===== src/rtl/pe_mul_arbiter.sv =====
// pe_mul_arbiter: lets two requesters share one external fixed-latency multiplier.
// An arbiter accepts at most one operand pair per cycle and issues it on the next
// cycle. A tag pipeline follows each issue through the multiplier, so the product
// can be returned to the requester that owns it.
//
// Ports
//   clk, reset               clock; synchronous active-high reset
//   en                       grant enable (in-flight work still drains when low)
//   prio_fixed               1: req0 has strict priority, 0: round-robin
//   reqN_valid/ready/a/b     operand handshake per requester (ready is combinational)
//   mul_en, mul_a, mul_b     registered issue to the shared multiplier
//   mul_p                    product, valid LAT cycles after mul_en
//   resN_valid, resN_p       registered result per requester, no backpressure
//   inflight                 operations accepted but not yet returned
//   idle                     no operation in flight and no issue this cycle
module pe_mul_arbiter #(
  parameter int unsigned DW  = 12,
  parameter int unsigned LAT = 4
) (
  input  logic              clk,
  input  logic              reset,
  input  logic              en,
  input  logic              prio_fixed,
  input  logic              req0_valid,
  input  logic              req1_valid,
  output logic              req0_ready,
  output logic              req1_ready,
  input  logic [DW-1:0]     req0_a,
  input  logic [DW-1:0]     req0_b,
  input  logic [DW-1:0]     req1_a,
  input  logic [DW-1:0]     req1_b,
  output logic              mul_en,
  output logic [DW-1:0]     mul_a,
  output logic [DW-1:0]     mul_b,
  input  logic [2*DW-1:0]   mul_p,
  output logic              res0_valid,
  output logic              res1_valid,
  output logic [2*DW-1:0]   res0_p,
  output logic [2*DW-1:0]   res1_p,
  output logic [3:0]        inflight,
  output logic              idle
);

  localparam int unsigned PW = 2 * DW;
  localparam int unsigned IW = 4;

  // Arbitration
  logic gnt0;
  logic gnt1;
  logic xfer;

  // State
  logic          last_grant_q, last_grant_d;
  logic          mul_en_q,     mul_en_d;
  logic          mul_id_q,     mul_id_d;
  logic [DW-1:0] mul_a_q,      mul_a_d;
  logic [DW-1:0] mul_b_q,      mul_b_d;
  logic [LAT-1:0] tag_v_q,     tag_v_d;
  logic [LAT-1:0] tag_id_q,    tag_id_d;
  logic          res0_valid_q, res0_valid_d;
  logic          res1_valid_q, res1_valid_d;
  logic [PW-1:0] res0_p_q,     res0_p_d;
  logic [PW-1:0] res1_p_q,     res1_p_d;
  logic [IW-1:0] inflight_q,   inflight_d;

  logic exit_v;
  logic exit_id;
  logic ret;

  // Grant: strict priority or round-robin on last_grant; nothing while disabled or in reset
  always_comb begin
    gnt0 = 1'b0;
    gnt1 = 1'b0;
    if (en && !reset) begin
      if (req0_valid && req1_valid) begin
        if (prio_fixed || last_grant_q) begin
          gnt0 = 1'b1;
        end else begin
          gnt1 = 1'b1;
        end
      end else if (req0_valid) begin
        gnt0 = 1'b1;
      end else if (req1_valid) begin
        gnt1 = 1'b1;
      end
    end
  end

  // Grants only fire on a valid request, so a grant is a transfer
  assign xfer = gnt0 | gnt1;

  // The tag entering stage 0 one cycle after mul_en exits at stage LAT-1, alongside mul_p
  assign exit_v  = tag_v_q[LAT-1];
  assign exit_id = tag_id_q[LAT-1];
  assign ret     = res0_valid_q | res1_valid_q;

  // Next-state logic
  always_comb begin
    last_grant_d = last_grant_q;
    mul_en_d     = xfer;
    mul_id_d     = mul_id_q;
    mul_a_d      = mul_a_q;
    mul_b_d      = mul_b_q;
    tag_v_d      = tag_v_q;
    tag_id_d     = tag_id_q;
    res0_valid_d = 1'b0;
    res1_valid_d = 1'b0;
    res0_p_d     = res0_p_q;
    res1_p_d     = res1_p_q;
    inflight_d   = inflight_q;

    if (gnt0) begin
      last_grant_d = 1'b0;
      mul_id_d     = 1'b0;
      mul_a_d      = req0_a;
      mul_b_d      = req0_b;
    end else if (gnt1) begin
      last_grant_d = 1'b1;
      mul_id_d     = 1'b1;
      mul_a_d      = req1_a;
      mul_b_d      = req1_b;
    end

    tag_v_d[0]  = mul_en_q;
    tag_id_d[0] = mul_id_q;
    for (int i = 1; i < int'(LAT); i++) begin
      tag_v_d[i]  = tag_v_q[i-1];
      tag_id_d[i] = tag_id_q[i-1];
    end

    // mul_p is only captured when a tag is exiting
    if (exit_v) begin
      if (exit_id) begin
        res1_valid_d = 1'b1;
        res1_p_d     = mul_p;
      end else begin
        res0_valid_d = 1'b1;
        res0_p_d     = mul_p;
      end
    end

    // Accept and return in the same cycle cancel out
    if (xfer && !ret) begin
      inflight_d = inflight_q + IW'(1);
    end else if (!xfer && ret) begin
      inflight_d = inflight_q - IW'(1);
    end
  end

  // State registers
  always_ff @(posedge clk) begin
    if (reset) begin
      last_grant_q <= 1'b1;
      mul_en_q     <= 1'b0;
      mul_id_q     <= 1'b0;
      mul_a_q      <= '0;
      mul_b_q      <= '0;
      tag_v_q      <= '0;
      tag_id_q     <= '0;
      res0_valid_q <= 1'b0;
      res1_valid_q <= 1'b0;
      res0_p_q     <= '0;
      res1_p_q     <= '0;
      inflight_q   <= '0;
    end else begin
      last_grant_q <= last_grant_d;
      mul_en_q     <= mul_en_d;
      mul_id_q     <= mul_id_d;
      mul_a_q      <= mul_a_d;
      mul_b_q      <= mul_b_d;
      tag_v_q      <= tag_v_d;
      tag_id_q     <= tag_id_d;
      res0_valid_q <= res0_valid_d;
      res1_valid_q <= res1_valid_d;
      res0_p_q     <= res0_p_d;
      res1_p_q     <= res1_p_d;
      inflight_q   <= inflight_d;
    end
  end

  // Outputs
  assign req0_ready = gnt0;
  assign req1_ready = gnt1;
  assign mul_en     = mul_en_q;
  assign mul_a      = mul_a_q;
  assign mul_b      = mul_b_q;
  assign res0_valid = res0_valid_q;
  assign res1_valid = res1_valid_q;
  assign res0_p     = res0_p_q;
  assign res1_p     = res1_p_q;
  assign inflight   = inflight_q;
  assign idle       = (inflight_q == '0) && !mul_en_q;

endmodule


===== config.mk =====
export PLATFORM = sky130hd
export DESIGN_NAME = pe_mul_arbiter
export DESIGN_NICKNAME = d
export VERILOG_FILES = /design/src/rtl/pe_mul_arbiter.sv
export SDC_FILE = /design/constraint.sdc
export NUM_CORES = 1
export LEC_CHECK = 0
export ABC_AREA = 1
export BUFFER_PORTS_ARGS = -buffer_cell sky130_fd_sc_hd__buf_2
export CAP_MARGIN = 20
export CORE_MARGIN = 2
export CORE_UTILIZATION = 47
export CTS_CLUSTER_DIAMETER = 50
export DETAILED_ROUTE_END_ITERATION = 16
export PLACE_DENSITY_LB_ADDON = 0.2
export SKIP_CTS_REPAIR_TIMING = 1
export SYNTH_ARGS = -nofsm -noshare
export SYNTH_HDL_FRONTEND = slang
export SYNTH_SLANG_ARGS = --single-unit
export TNS_END_PERCENT = 10

===== constraint.sdc =====
create_clock -name clk -period 2.55 [get_ports clk]
set_clock_uncertainty 0.05 [all_clocks]
set_input_delay 0.255 -clock clk [delete_from_list [all_inputs] [get_ports clk]]
set_output_delay 0.255 -clock clk [all_outputs]
set_load 0.05 [all_outputs]

Word-level counts from Yosys, hierarchy flattened
Index checks and enable logic that the tools add are counted.
{"block": "word_totals", "ff_bits": 89, "latchBits": 0, "ramBits": 0, "mem_bits_ro": 0, "input_bits": 78, "output_inout_bits": 82, "wordCells": 54, "mem_count": 0}
{"block": "op_classes", "add_sub_neg": 2, "n_mul": 0, "div_mod_pow": 0, "magnitude_cmp": 0, "n_eq_ne": 0, "shift": 0, "n_mux": 19, "bitwise_logic": 4, "reduce_logical": 17}
{"op": "$mux W12", "n": 4}
{"op": "$mux W1", "n": 13}
{"op": "$mux W4", "n": 2}
{"op": "$logic_and A1 B1 Y1", "n": 5}
{"op": "$add A4 B1 Y4 const B", "n": 1}
{"op": "$logic_not A1 Y1", "n": 4}
{"op": "$logic_not A4 Y1", "n": 1}
{"op": "$reduce_and A2 Y1", "n": 2}
{"op": "$reduce_bool A2 Y1", "n": 2}
{"op": "$reduce_or A2 Y1", "n": 2}
{"op": "$sub A4 B1 Y4 const B", "n": 1}
{"op": "$not A1 Y1", "n": 2}
{"op": "$or A1 B1 Y1", "n": 2}
{"op": "$logic_or A1 B1 Y1", "n": 1}

Depth between registers and ports, before layout
{"block": "logic_depth", "word_depth": 9, "ltp_mapped": 14, "mapped_depth_nobuf": 13}

Worst setup path after synthesis
OpenSTA, ideal clock, no wires.
{"block": "synth_path", "path_kind": "register to output", "from": "register inflight_q[0] (netlist: inflight[0])", "to": "output port idle", "arrival_time_ns": 1.774, "required_ns": 2.245, "path_slack_ns": 0.471, "stages_incl_launch_ff": 4, "path_cell_list": "dfxtp_1 -> inv_1 -> nand3_1 -> nor3_1"}
{"block": "synth_via", "elab_chain_cells": 2}
{"element": "start: declaration", "line": "64", "text": "logic [IW-1:0] inflight_q, inflight_d;"}
{"element": "start signal: assignment", "line": "177", "text": "inflight_q <= inflight_d;"}
{"element": "$logic_not A4 Y1", "line": "192", "text": "assign idle = (inflight_q == '0) && !mul_en_q;"}
{"element": "$logic_and A1 B1 Y1", "line": "192"}
{"element": "end: declaration", "line": "41", "text": "output logic idle"}
Every way passes these cells.

Worst setup path in the final report
{"block": "layout_path", "from": "register last_grant_q", "to": "output port req0_ready"}
{"block": "layout_via", "elab_chain_cells": 4}
{"element": "start: declaration", "line": "53", "text": "logic last_grant_q, last_grant_d;"}
{"element": "start signal: assignment", "line": "166", "text": "last_grant_q <= last_grant_d;"}
{"element": "$logic_or A1 B1 Y1", "line": "76", "text": "if (prio_fixed || last_grant_q) begin"}
{"element": "$mux W1", "line": "76"}
{"element": "$mux W1", "line": "75", "text": "if (req0_valid && req1_valid) begin"}
{"element": "$mux W1", "line": "74", "text": "if (en && !reset) begin"}
{"element": "end: declaration", "line": "26", "text": "output logic req0_ready,"}
Every way passes these cells.

==> metrics.txt <==
crit path max fanout=27; Ys Warns=0; Max Cap Violations=0; DR WL/cell=10.9 µm; Starting Density=48.9%; synthesis-to-finish area growth=28.2%; commonest non-fill, non-tap cells in the layout=159 x buf_2, 115 x nor2_1, 89 x dfxtp_1, 86 x nand2_1, 68 x o21ai_0; r2r setup slk=roughly 0.77 ns; GRT Total Usage=between 15 and 20%; GRT busiest layer=met2; GP Congestion=0.788; TritonCTS clock tree=done; later-pin clock latency in the skew report=0.34 ns; Leakage Power=2.63 nW; total gr overflow=0; Seq. cell area=1780 µm²; most common cell after layout, fill and taps aside=buf_2; synthesized cell area=3580 µm²; antenna-violating nets left=0; Longest Clk Path Bufs=2; met3 Use GR=under 10%; Worst Hold End=res0_p[19]; number of remaining DRC errors=0; Fmax=0.516 GHz; initial antenna violation count=0; Slew @ Worst Pin=0.697 ns; total wire length=8210 µm; vias per std cell=between 4 and 5; fillers=between 600 and 700; 1st-iter DRT viols=94; Net Count, Synth=585; fin crit period=1.94 ns; # setup viols final=0; largest net degree at the start of global routing=49; R2R depth=10; Final HPWL DP=5950 µm; Worst-path clk slew=0.09 ns; drt first pass iters=4; Hold WS=0.0936 ns; Worst EP required=between 2 and 2.5 ns; Die X=91.3 µm; Tcrit/Tclk final=76.0%; CP Launch Type=flop; DP Area=4400 µm²; final net count=734; Clock Sinks=89; met2 Track Usage GR=between 30% and 40%; CTS Buf Count=9; Setup TNS Final=0 ns; Hold Path Class=input pin to flop; Tot Pwr=2.83 mW; H-Tree Depth=3; Worst Setup End Kind=output pin; vias after detailed routing=3425; Final Hold Viols=0; Synth Register Bits=89; worst reg2reg path endpoint=inflight[3]; run status=finished, final reports clean; Hold Path Origin=mul_p[19]; antenna cells=0; Buffers on Ports=about 160; cells after synthesis=roughly 500; multi-input combinational cell area=1400 µm²; Critical Path AT=1.63 ns; root buf cell=clkbuf_8; worst-case vdd ir drop=around 0.00027 V; Rel. slew slack=53.5%; PwrDens=617 nW/µm²; first-pass GRT wire length=between 10000 and 15000 µm; Pins Over Slew Limit=0; post-synth cell types=22; die height=91.3 µm; cell row count=31; worst r2r src=res1_valid; sequential share of the synthesized area=about 50%; kind of critical path=flop to output pin; RSZ-0062 raised after global routing=false; die area=approximately 8300 µm²; Final Cell Area=4590 µm²; Top Ports=160; hold depth=3; Core ar.=7330 µm²; vias in the first global route=2972; layout cells sized above 1=28.8%; Avg Inst Size Synth=7.12 µm²; met1 Resource Use GR=25.9%
[synthesized netlist by cell type]
| cell | count | area share [%] |
|---|---|---|
| inv_4 | 1 | 0.17 |
| buf_2 | 7 | 0.98 |
| nor2_2 | 1 | 0.17 |
| or2_2 | 1 | 0.17 |
| nand2_1 | 86 | 9.0 |
| clkbuf_1 | 14 | 1.5 |
| buf_6 | 3 | 0.94 |
| nor3_1 | 1 | 0.14 |
| inv_1 | 66 | 6.9 |
| o21ai_0 | 68 | 9.5 |
| xor2_1 | 1 | 0.24 |
| ha_1 | 3 | 1.0 |
| nand3_2 | 2 | 0.56 |
| fa_1 | 1 | 0.56 |
| nor2_1 | 115 | 12 |
| a21oi_1 | 3 | 0.42 |
| o21ai_1 | 9 | 1.3 |
| inv_2 | 3 | 0.31 |
| nand3_1 | 26 | 3.6 |
| buf_4 | 2 | 0.42 |
| nand2_4 | 1 | 0.31 |
| dfxtp_1 | 89 | 50 |
[layer usage]
layer | vias up | routed length (µm)
li1 | 1833 | -
met1 | 1460 | 3840
met2 | 124 | 3690
met3 | 8 | 588
met4 | 0 | 82
met5 | - | 0
[sequential cells by signal, indices dropped and copies added, names as in the netlist]
signal        count
tag_id_q          4
inflight          4
mul_id_q          1
last_grant_q      1
res0_p           24
mul_b            12
res1_valid        1
mul_en            1
tag_v_q           4
res0_valid        1
res1_p           24
mul_a            12
[worst max path at each step]
stage               slack [ns]    startpoint  depth (start not counted)          end
floorplan                 0.47   inflight[0]                          3         idle
global placement          0.53         reset                         13  inflight[3]
detailed placement        0.46         reset                         13  inflight[3]
CTS                       0.59  last_grant_q                          5   req0_ready
global route              0.51  last_grant_q                          5   req0_ready
finish                    0.61  last_grant_q                          5   req0_ready
[layout make-up]
cell class,instances,share of cell area [%]
Timing Repair Buffer,164,18.1
Clock buffer,11,3.30
Inverter,70,5.77
Multi-Input combinational cell,318,30.5
Clock inverter,5,0.817
Sequential cell,89,38.8
Tap cell,99,2.70
[power by group]
group,leakage [nW],switching (mW),total [mW],internal [mW]
Combinational,1.82,0.328,0.468,0.141
Sequential,0.723,0.0252,1.46,1.43
Clock,0.0919,0.492,0.903,0.411
Total,2.63,0.845,2.83,1.99
[worst max-delay path, stage by stage, from the launching register on]
cell and delay (ns):
dfxtp_1 0.35, nor2_1 0.06, nand2_1 0.10, nand2_4 0.18, inv_4 0.27, buf_2 0.32
[kinds of logic (layout without fill, tap and decap cells)]
group / after synthesis / count (layout) / share of synthesized area [%]
AND/OR/NAND/NOR: 233 / 233 / 26.0
XOR/XNOR: 1 / 1 / 0.244
buffers and inverters: 96 / 250 / 11.2
adder cells (fa/ha/maj): 4 / 4 / 1.61
flip-flops: 89 / 89 / 49.7
AO/OA/AOI/OAI: 80 / 80 / 11.2
[per-stage QoR]
step | util, % | instances | worst slack (ns)
floorplan | - | 503 | 0.471
global placement | 60.1 | 740 | 0.529
detailed placement | 60.1 | 740 | 0.462
CTS | 62.7 | 756 | 0.586
global route | 62.7 | 756 | 0.509
finish | 62.7 | 756 | 0.613
Note: power is estimated with default switching activity, not from simulation.
